===== src/rtl/timing_control_unit_if.sv =====
// Control-side bundle of the timing/decode stage.
// The control sequencer drives the master side; the timing unit sits on the slave side.
interface timing_control_unit_if #(
  parameter int SC_WIDTH = 3,
  parameter int IR_WIDTH = 16
);
  localparam int T_WIDTH = 1 << SC_WIDTH;

  logic                start;
  logic                halt;
  logic                sc_clr;
  logic                ir_load;
  logic [IR_WIDTH-1:0] ir_in;

  logic [T_WIDTH-1:0]  T;
  logic [7:0]          D;
  logic                J;
  logic [11:0]         ir_addr;
  logic                running;
  logic                sc_overflow;

  modport master (
    output start, halt, sc_clr, ir_load, ir_in,
    input  T, D, J, ir_addr, running, sc_overflow
  );

  modport slave (
    input  start, halt, sc_clr, ir_load, ir_in,
    output T, D, J, ir_addr, running, sc_overflow
  );
endinterface


===== src/rtl/timing_control_unit.sv =====
// Timing/decode stage: IR, start/stop flip-flop S and sequence counter SC,
// producing one-hot timing T, opcode decode D, indirect bit J and the address field.
module timing_control_unit #(
  parameter int SC_WIDTH = 3,
  parameter int IR_WIDTH = 16
) (
  input logic                  clk,
  input logic                  rst_n,
  timing_control_unit_if.slave bus
);
  localparam int T_WIDTH = 1 << SC_WIDTH;
  localparam logic [SC_WIDTH-1:0] SC_MAX = {SC_WIDTH{1'b1}};

  logic                s_q, s_d;
  logic [SC_WIDTH-1:0] sc_q, sc_d;
  logic [IR_WIDTH-1:0] ir_q, ir_d;
  logic                ovf_q, ovf_d;

  // Next-state logic; SC and IR look at registered S, so start only takes effect one edge later.
  always_comb begin
    s_d   = s_q;
    sc_d  = sc_q;
    ir_d  = ir_q;
    ovf_d = ovf_q;

    if (bus.halt) begin
      s_d = 1'b0;
    end else if (bus.start) begin
      s_d = 1'b1;
    end else begin
      s_d = s_q;
    end

    if (bus.halt || !s_q) begin
      sc_d = {SC_WIDTH{1'b0}};
    end else if (bus.sc_clr) begin
      sc_d = {SC_WIDTH{1'b0}};
    end else if (sc_q == SC_MAX) begin
      sc_d  = {SC_WIDTH{1'b0}};
      ovf_d = 1'b1;
    end else begin
      sc_d = sc_q + {{(SC_WIDTH-1){1'b0}}, 1'b1};
    end

    if (bus.ir_load && s_q) begin
      ir_d = bus.ir_in;
    end else begin
      ir_d = ir_q;
    end
  end

  // State registers with synchronous active-low reset.
  always_ff @(posedge clk) begin
    if (!rst_n) begin
      s_q   <= 1'b0;
      sc_q  <= {SC_WIDTH{1'b0}};
      ir_q  <= {IR_WIDTH{1'b0}};
      ovf_q <= 1'b0;
    end else begin
      s_q   <= s_d;
      sc_q  <= sc_d;
      ir_q  <= ir_d;
      ovf_q <= ovf_d;
    end
  end

  // Decoded outputs are purely functions of registered state.
  always_comb begin
    if (s_q) begin
      bus.T = {{(T_WIDTH-1){1'b0}}, 1'b1} << sc_q;
    end else begin
      bus.T = {T_WIDTH{1'b0}};
    end
    bus.D           = 8'b0000_0001 << ir_q[IR_WIDTH-2 -: 3];
    bus.J           = ir_q[IR_WIDTH-1];
    bus.ir_addr     = ir_q[11:0];
    bus.running     = s_q;
    bus.sc_overflow = ovf_q;
  end
endmodule


===== src/flat_wrapper.sv =====
// flat-port wrapper written by rule: the top's interface ports become plain ports
module timing_control_unit_flat 
#(
  parameter int SC_WIDTH = 3,
  parameter int IR_WIDTH = 16
)
  (clk, rst_n, bus_start, bus_halt, bus_sc_clr, bus_ir_load, bus_ir_in, bus_T, bus_D, bus_J, bus_ir_addr, bus_running, bus_sc_overflow);
  timing_control_unit_if #(.SC_WIDTH(SC_WIDTH), .IR_WIDTH(IR_WIDTH)) bus_i ();
  input logic clk;
  input logic rst_n;
  input wire logic [$bits(bus_i.start)-1:0] bus_start;
  input wire logic [$bits(bus_i.halt)-1:0] bus_halt;
  input wire logic [$bits(bus_i.sc_clr)-1:0] bus_sc_clr;
  input wire logic [$bits(bus_i.ir_load)-1:0] bus_ir_load;
  input wire logic [$bits(bus_i.ir_in)-1:0] bus_ir_in;
  output wire logic [$bits(bus_i.T)-1:0] bus_T;
  output wire logic [$bits(bus_i.D)-1:0] bus_D;
  output wire logic [$bits(bus_i.J)-1:0] bus_J;
  output wire logic [$bits(bus_i.ir_addr)-1:0] bus_ir_addr;
  output wire logic [$bits(bus_i.running)-1:0] bus_running;
  output wire logic [$bits(bus_i.sc_overflow)-1:0] bus_sc_overflow;
  assign bus_i.start = bus_start;
  assign bus_i.halt = bus_halt;
  assign bus_i.sc_clr = bus_sc_clr;
  assign bus_i.ir_load = bus_ir_load;
  assign bus_i.ir_in = bus_ir_in;
  assign bus_T = bus_i.T;
  assign bus_D = bus_i.D;
  assign bus_J = bus_i.J;
  assign bus_ir_addr = bus_i.ir_addr;
  assign bus_running = bus_i.running;
  assign bus_sc_overflow = bus_i.sc_overflow;
  timing_control_unit #(.SC_WIDTH(SC_WIDTH), .IR_WIDTH(IR_WIDTH)) u_core (.clk(clk), .rst_n(rst_n), .bus(bus_i));
endmodule

===== config.mk =====
export PLATFORM = sky130hd
export DESIGN_NAME = timing_control_unit_flat
export DESIGN_NICKNAME = d
export VERILOG_FILES = /design/src/rtl/timing_control_unit_if.sv /design/src/rtl/timing_control_unit.sv /design/src/flat_wrapper.sv
export SDC_FILE = /design/constraint.sdc
export NUM_CORES = 1
export LEC_CHECK = 0
export BUFFER_PORTS_ARGS = -buffer_cell sky130_fd_sc_hd__clkbuf_2
export CORE_ASPECT_RATIO = 0.9
export CORE_MARGIN = 2
export CORE_UTILIZATION = 45
export DETAILED_ROUTE_END_ITERATION = 6
export PLACE_DENSITY_LB_ADDON = 0.08
export SLEW_MARGIN = 0
export SYNTH_ARGS = -nofsm -noshare
export SYNTH_HDL_FRONTEND = slang
export SYNTH_SLANG_ARGS = --single-unit

===== constraint.sdc =====
create_clock -name clk -period 1.4 [get_ports clk]
set_input_delay 0.07 -clock clk [delete_from_list [all_inputs] [get_ports clk]]
set_output_delay 0.07 -clock clk [all_outputs]
set_load 0.02 [all_outputs]

### Yosys cells after proc, flatten, opt, wreduce, memory -nomap -nowiden

Cells that the tools add are included.

| word-level totals | value |
|---|---|
| word-level logic and storage cells | 18 |
| bits in registers | 21 |
| output and inout bits | 31 |
| bits of input ports | 22 |

| cells by class | value |
|---|---|
| equality and inequality tests | 1 |
| bitwise logic cells | 3 |
| shifts and indexed selects | 2 |
| $add $sub $neg | 1 |
| mux-type cells | 1 |
| reduce and logical (&&, ||, !) cells | 6 |

Operator list:

| cell | number |
|---|---|
| 1-bit by 3-bit left shift with 8-bit output (first input constant) | 2 |
| 8-bit 2-to-1 mux | 1 |
| 4-bit OR reduction | 1 |
| 3-bit by 1-bit adder with 3-bit output (second input constant) | 1 |
| 3-bit == test (second input constant) | 1 |
| 1-bit inverter | 3 |
| 3-bit AND reduction | 1 |
| 2-bit OR reduction | 1 |
| 1-bit logical AND | 1 |
| 1-bit zero test | 1 |
| 1-bit logical OR | 1 |

### Depth between registers and ports, before layout

| logic depth | value |
|---|---|
| depth after elaboration | 4 |
| depth in mapped cells | 4 |
| mapped depth without buffers | 4 |

### Worst setup path after synthesis

OpenSTA, ideal clock, no wires.

| timing | value |
|---|---|
| kind | flip-flop to flip-flop |
| start | reg u_core.sc_q[0] |
| end | reg u_core.sc_q[1] |
| setup time | 0.080 ns |
| path buffers | 0 |
| cell stages (with the launch flop) | 5 |
| data required time | 1.320 ns |
| data arrival time | 1.096 ns |
| slack | 0.224 ns |
| path through | dfxtp_1 ha_1 ha_1 nand4bb_1 nor3b_1 |

| between the ends | value |
|---|---|
| longest elaborated chain between the ends | 2 |

Ends and longest elaborated chain:

| item | line | source |
|---|---|---|
| start, declared | timing_control_unit.sv:15 | `logic [SC_WIDTH-1:0] sc_q, sc_d;` |
| start signal, assigned | timing_control_unit.sv:56 | `sc_q <= {SC_WIDTH{1'b0}};` |
| parallel branches: the longest is 2 deep, another holds 3-bit by 1-bit adder with 3-bit output | n/a |  |

Several ways; the timed one is not identified.
A chain may end at the register's enable or synchronous reset.

### Worst setup path after layout

| timing | value |
|---|---|
| start | reg u_core.sc_q[0] |
| end | out bus_T[3] |

| between the ends | value |
|---|---|
| longest elaborated chain between the ends | 2 |

Ends and longest elaborated chain:

| item | line | source |
|---|---|---|
| 1-bit by 3-bit left shift with 8-bit output | timing_control_unit.sv:70 | `bus.T = {{(T_WIDTH-1){1'b0}}, 1'b1} << sc_q;` |
| 8-bit 2-to-1 mux | timing_control_unit.sv:69 | `if (s_q) begin` |
| end, declared | flat_wrapper.sv:16 | `output wire logic [$bits(bus_i.T)-1:0] bus_T;` |

Every way passes these cells.

==> results.toml <==
[die]
fp.dieW_microns = 57.5
ios = 53
initial_core_util_pct = 47.3
die_area_sq_um = 2990
rows = 17
die_y_microns = 52.1
design.core.area_sq_um = 2450

[logic_synthesis]
ys_seq_area_share_pct = 36.3
yosys-top-cells-area = "dfxtp_1, and3_1, o21a_1"
synth_adder_area_share_pct = 6.49
synth_mux_area_share_pct = 0
postSynthCellCount = 128
synth_top_area_share_pct = 36.3
synth_compound_area_share_pct = 21.4
synthDistinctLibCells = 17
avgSynthCellArea_sq_um = 9.04
syn-num-nets = 156
synth-main-ff-cell = "dfxtp_1"
synthArstFlopShare_pct = 0
synth_top_family_by_area = "simple AND/OR/NAND/NOR gates"
yosys_warnings = 0
yosys_register_bits = 21
netlist_area_sq_um = 1160
synth-simple-area-share_pct = 22.3
synth_top_area_cell = "dfxtp_1"
synth_xor_area_share_pct = 0
synth-edff-count = 0

[finish]
layout_commonest_cell = "clkbuf_2"
area_growth_pct = 23.6
drive_above_1_share_pct = 41.5
fillers = 225
final_cells = 192
layout_common_cells = "clkbuf_2, and3_1, o21a_1"
nNetsFinal = 193
n_antenna_cell = 0
final_cell_area_sq_um = 1430

[global_route]
grt_pass1_wl_microns = 3780
grt_pass1_vias = 849
track_usage_pct = 16.3
gr-total-overflow = 0
grt_max_degree = 33
grt_antenna_before_repair = 0

[timing]
timing.final.ws_setup_ns = 0.0305
setup_viol = 0
tightest_slew_ns = 0.530
period_share_pct = 97.8
fmax_mhz = 730
fin_crit_ns = 1.37
finalHoldViolations = 0
clock_skew_ns = 0.00169
final_max_slew_viol_count = 0
slew_headroom_pct = 64.7

[setup_path]
cp_slowest_cell = "dfxtp_4"
critPathKind = "flip-flop to output pin"
max_stage_delay_ns = 0.38
cp_cell_sequence = "ha_4 -> ha_1 -> and2_1 -> buf_6"
cp-start-kind = "flip-flop"
path_delay_family = "flip-flops"
setup.worst_path.start = "u_core.sc_q[0]$_SDFF_PP0_"
reg2reg_from = "u_core.sc_q[0]$_SDFF_PP0_"
worstPathMaxFanout = 4
end_kind = "output pin"
path_buf_inv = 1
crit_required_ns = 1.33
crit_arrival_ns = 1.30

[place]
dp.cells = 186
place_area_sq_um = 1320
dp_hpwl_microns = 1560
numPortBuffers = 52
dpl_worst_slack_ns = 0.0980
gp_congestion = 0.664

[power_and_ir_drop]
p_leak_nw = 0.754
power_per_cell_area_nw_per_um2 = 724
power_mw = 1.04
ir_drop_mv = 0.581

[route]
drt_first_iter_violations = 32
avgViaCountPerCell = 5.06
vias = 971
dr.pass1.iters = 3
drcViolationCount = 0
wl_per_cell_microns = 12.1
routed_wl_microns = 2330
postRouteAntennaNets = 0

[clocking]
cts-root-buf = "clkbuf_4"
clk_pin_slew_ns = 0.11
cts_tree = "yes"
cts_max_level = 1
clk_latency_ns = 0.30
numCtsBuffers = 3
cts_num_sinks = 21
clk_path_buf_depth = 2
cts_setup_buffers = 0

[min_path]
hp-class = "input port to flip-flop"
hold_start = "bus_start"

[run_status]
outcome = "completed"

[run]
cap_violations = 0
-- state kept, by name, indices dropped and copies added (netlist names) --
register                flops
u_core.ir_q                16
u_core.bus.sc_overflow      1
u_core.bus.running          1
u_core.sc_q                 3
-- path summary, 6_finish.rpt --
| kind | endpoint | slack [ns] | depth (start not counted) |
|---|---|---|---|
| hold / removal | u_core.bus.running$_SDFFE_PP0P_ | 0.02 | 3 |
| setup / recovery | bus_T[3] | 0.03 | 4 |
| setup reg to reg | u_core.sc_q[1]$_SDFF_PP0_ | 0.14 | 4 |
| hold reg to reg | u_core.sc_q[0]$_SDFF_PP0_ | 0.47 | 1 |
-- power by group --
| group | switching (mW) | internal [mW] | total, mW |
|---|---|---|---|
| clock | 0.175 | 0.106 | 0.281 |
| sequential | 0.00904 | 0.608 | 0.618 |
| combinational | 0.0765 | 0.0606 | 0.137 |
| total | 0.261 | 0.776 | 1.04 |
-- through the flow --
| stage | util, % | TNS (ns) | hold WS, ns |
|---|---|---|---|
| 3_5_place_dp | 54.1 | 0 | 0.277 |
| 6_report | 58.5 | 0 | 0.0157 |
| 4_1_cts | 57.1 | 0 | 0.00981 |
| 2_1_floorplan | - | 0 | 0.146 |
| 5_1_grt | 58.5 | -0.0206 | 0.0157 |
| 3_3_place_gp | 54.1 | 0 | 0.276 |
-- routing by layer --
metal	vias up	track usage [%]	part of all wire, %
li1	504	-	-
met1	428	19.4	45
met2	37	28.8	47
met3	2	4.98	7.9
met4	0	3.49	0.60
met5	-	0	0
-- repair_timing --
action,4_1_cts,5_1_grt
pin swaps,0,2
hold buffers,2,0
endpoints found under the hold margin,4,0
setup endpoints to repair,2,8
resized for setup,7,17
-- cells in the mapped netlist (3+ instances only) --
| library cell | instances |
|---|---|
| clkbuf_1 | 4 |
| dfxtp_1 | 21 |
| o21a_1 | 17 |
| nor2_1 | 3 |
| nor3_1 | 3 |
| buf_4 | 12 |
| a21boi_1 | 16 |
| nor3b_1 | 5 |
| inv_1 | 3 |
| ha_1 | 6 |
| buf_2 | 8 |
| and3_1 | 23 |
-- cell type report --
class | instances | area, sq um | area share (%)
clock inverters | 1 | 5.00 | 0.350
clock buffers | 3 | 22.5 | 1.57
inverters | 3 | 11.3 | 0.787
repair buffers | 56 | 317 | 22.1
flip-flops and latches | 21 | 429 | 30.0
well taps | 28 | 35.0 | 2.45
multi-input cells | 80 | 611 | 42.7
-- worst register-to-register path, stage by stage (launching register included) --
cell,delay (ns)
dfxtp_4,0.38
ha_4,0.17
ha_4,0.16
nand4bb_1,0.23
nor3b_1,0.25
-- logic make-up after synthesis --
family,Yosys count
buffers and inverters,27
flip-flops,21
AND/OR/NAND/NOR,41
AO/OA/AOI/OAI,33
adder cells (fa/ha/maj),6
(Power assumes the default switching activity.)
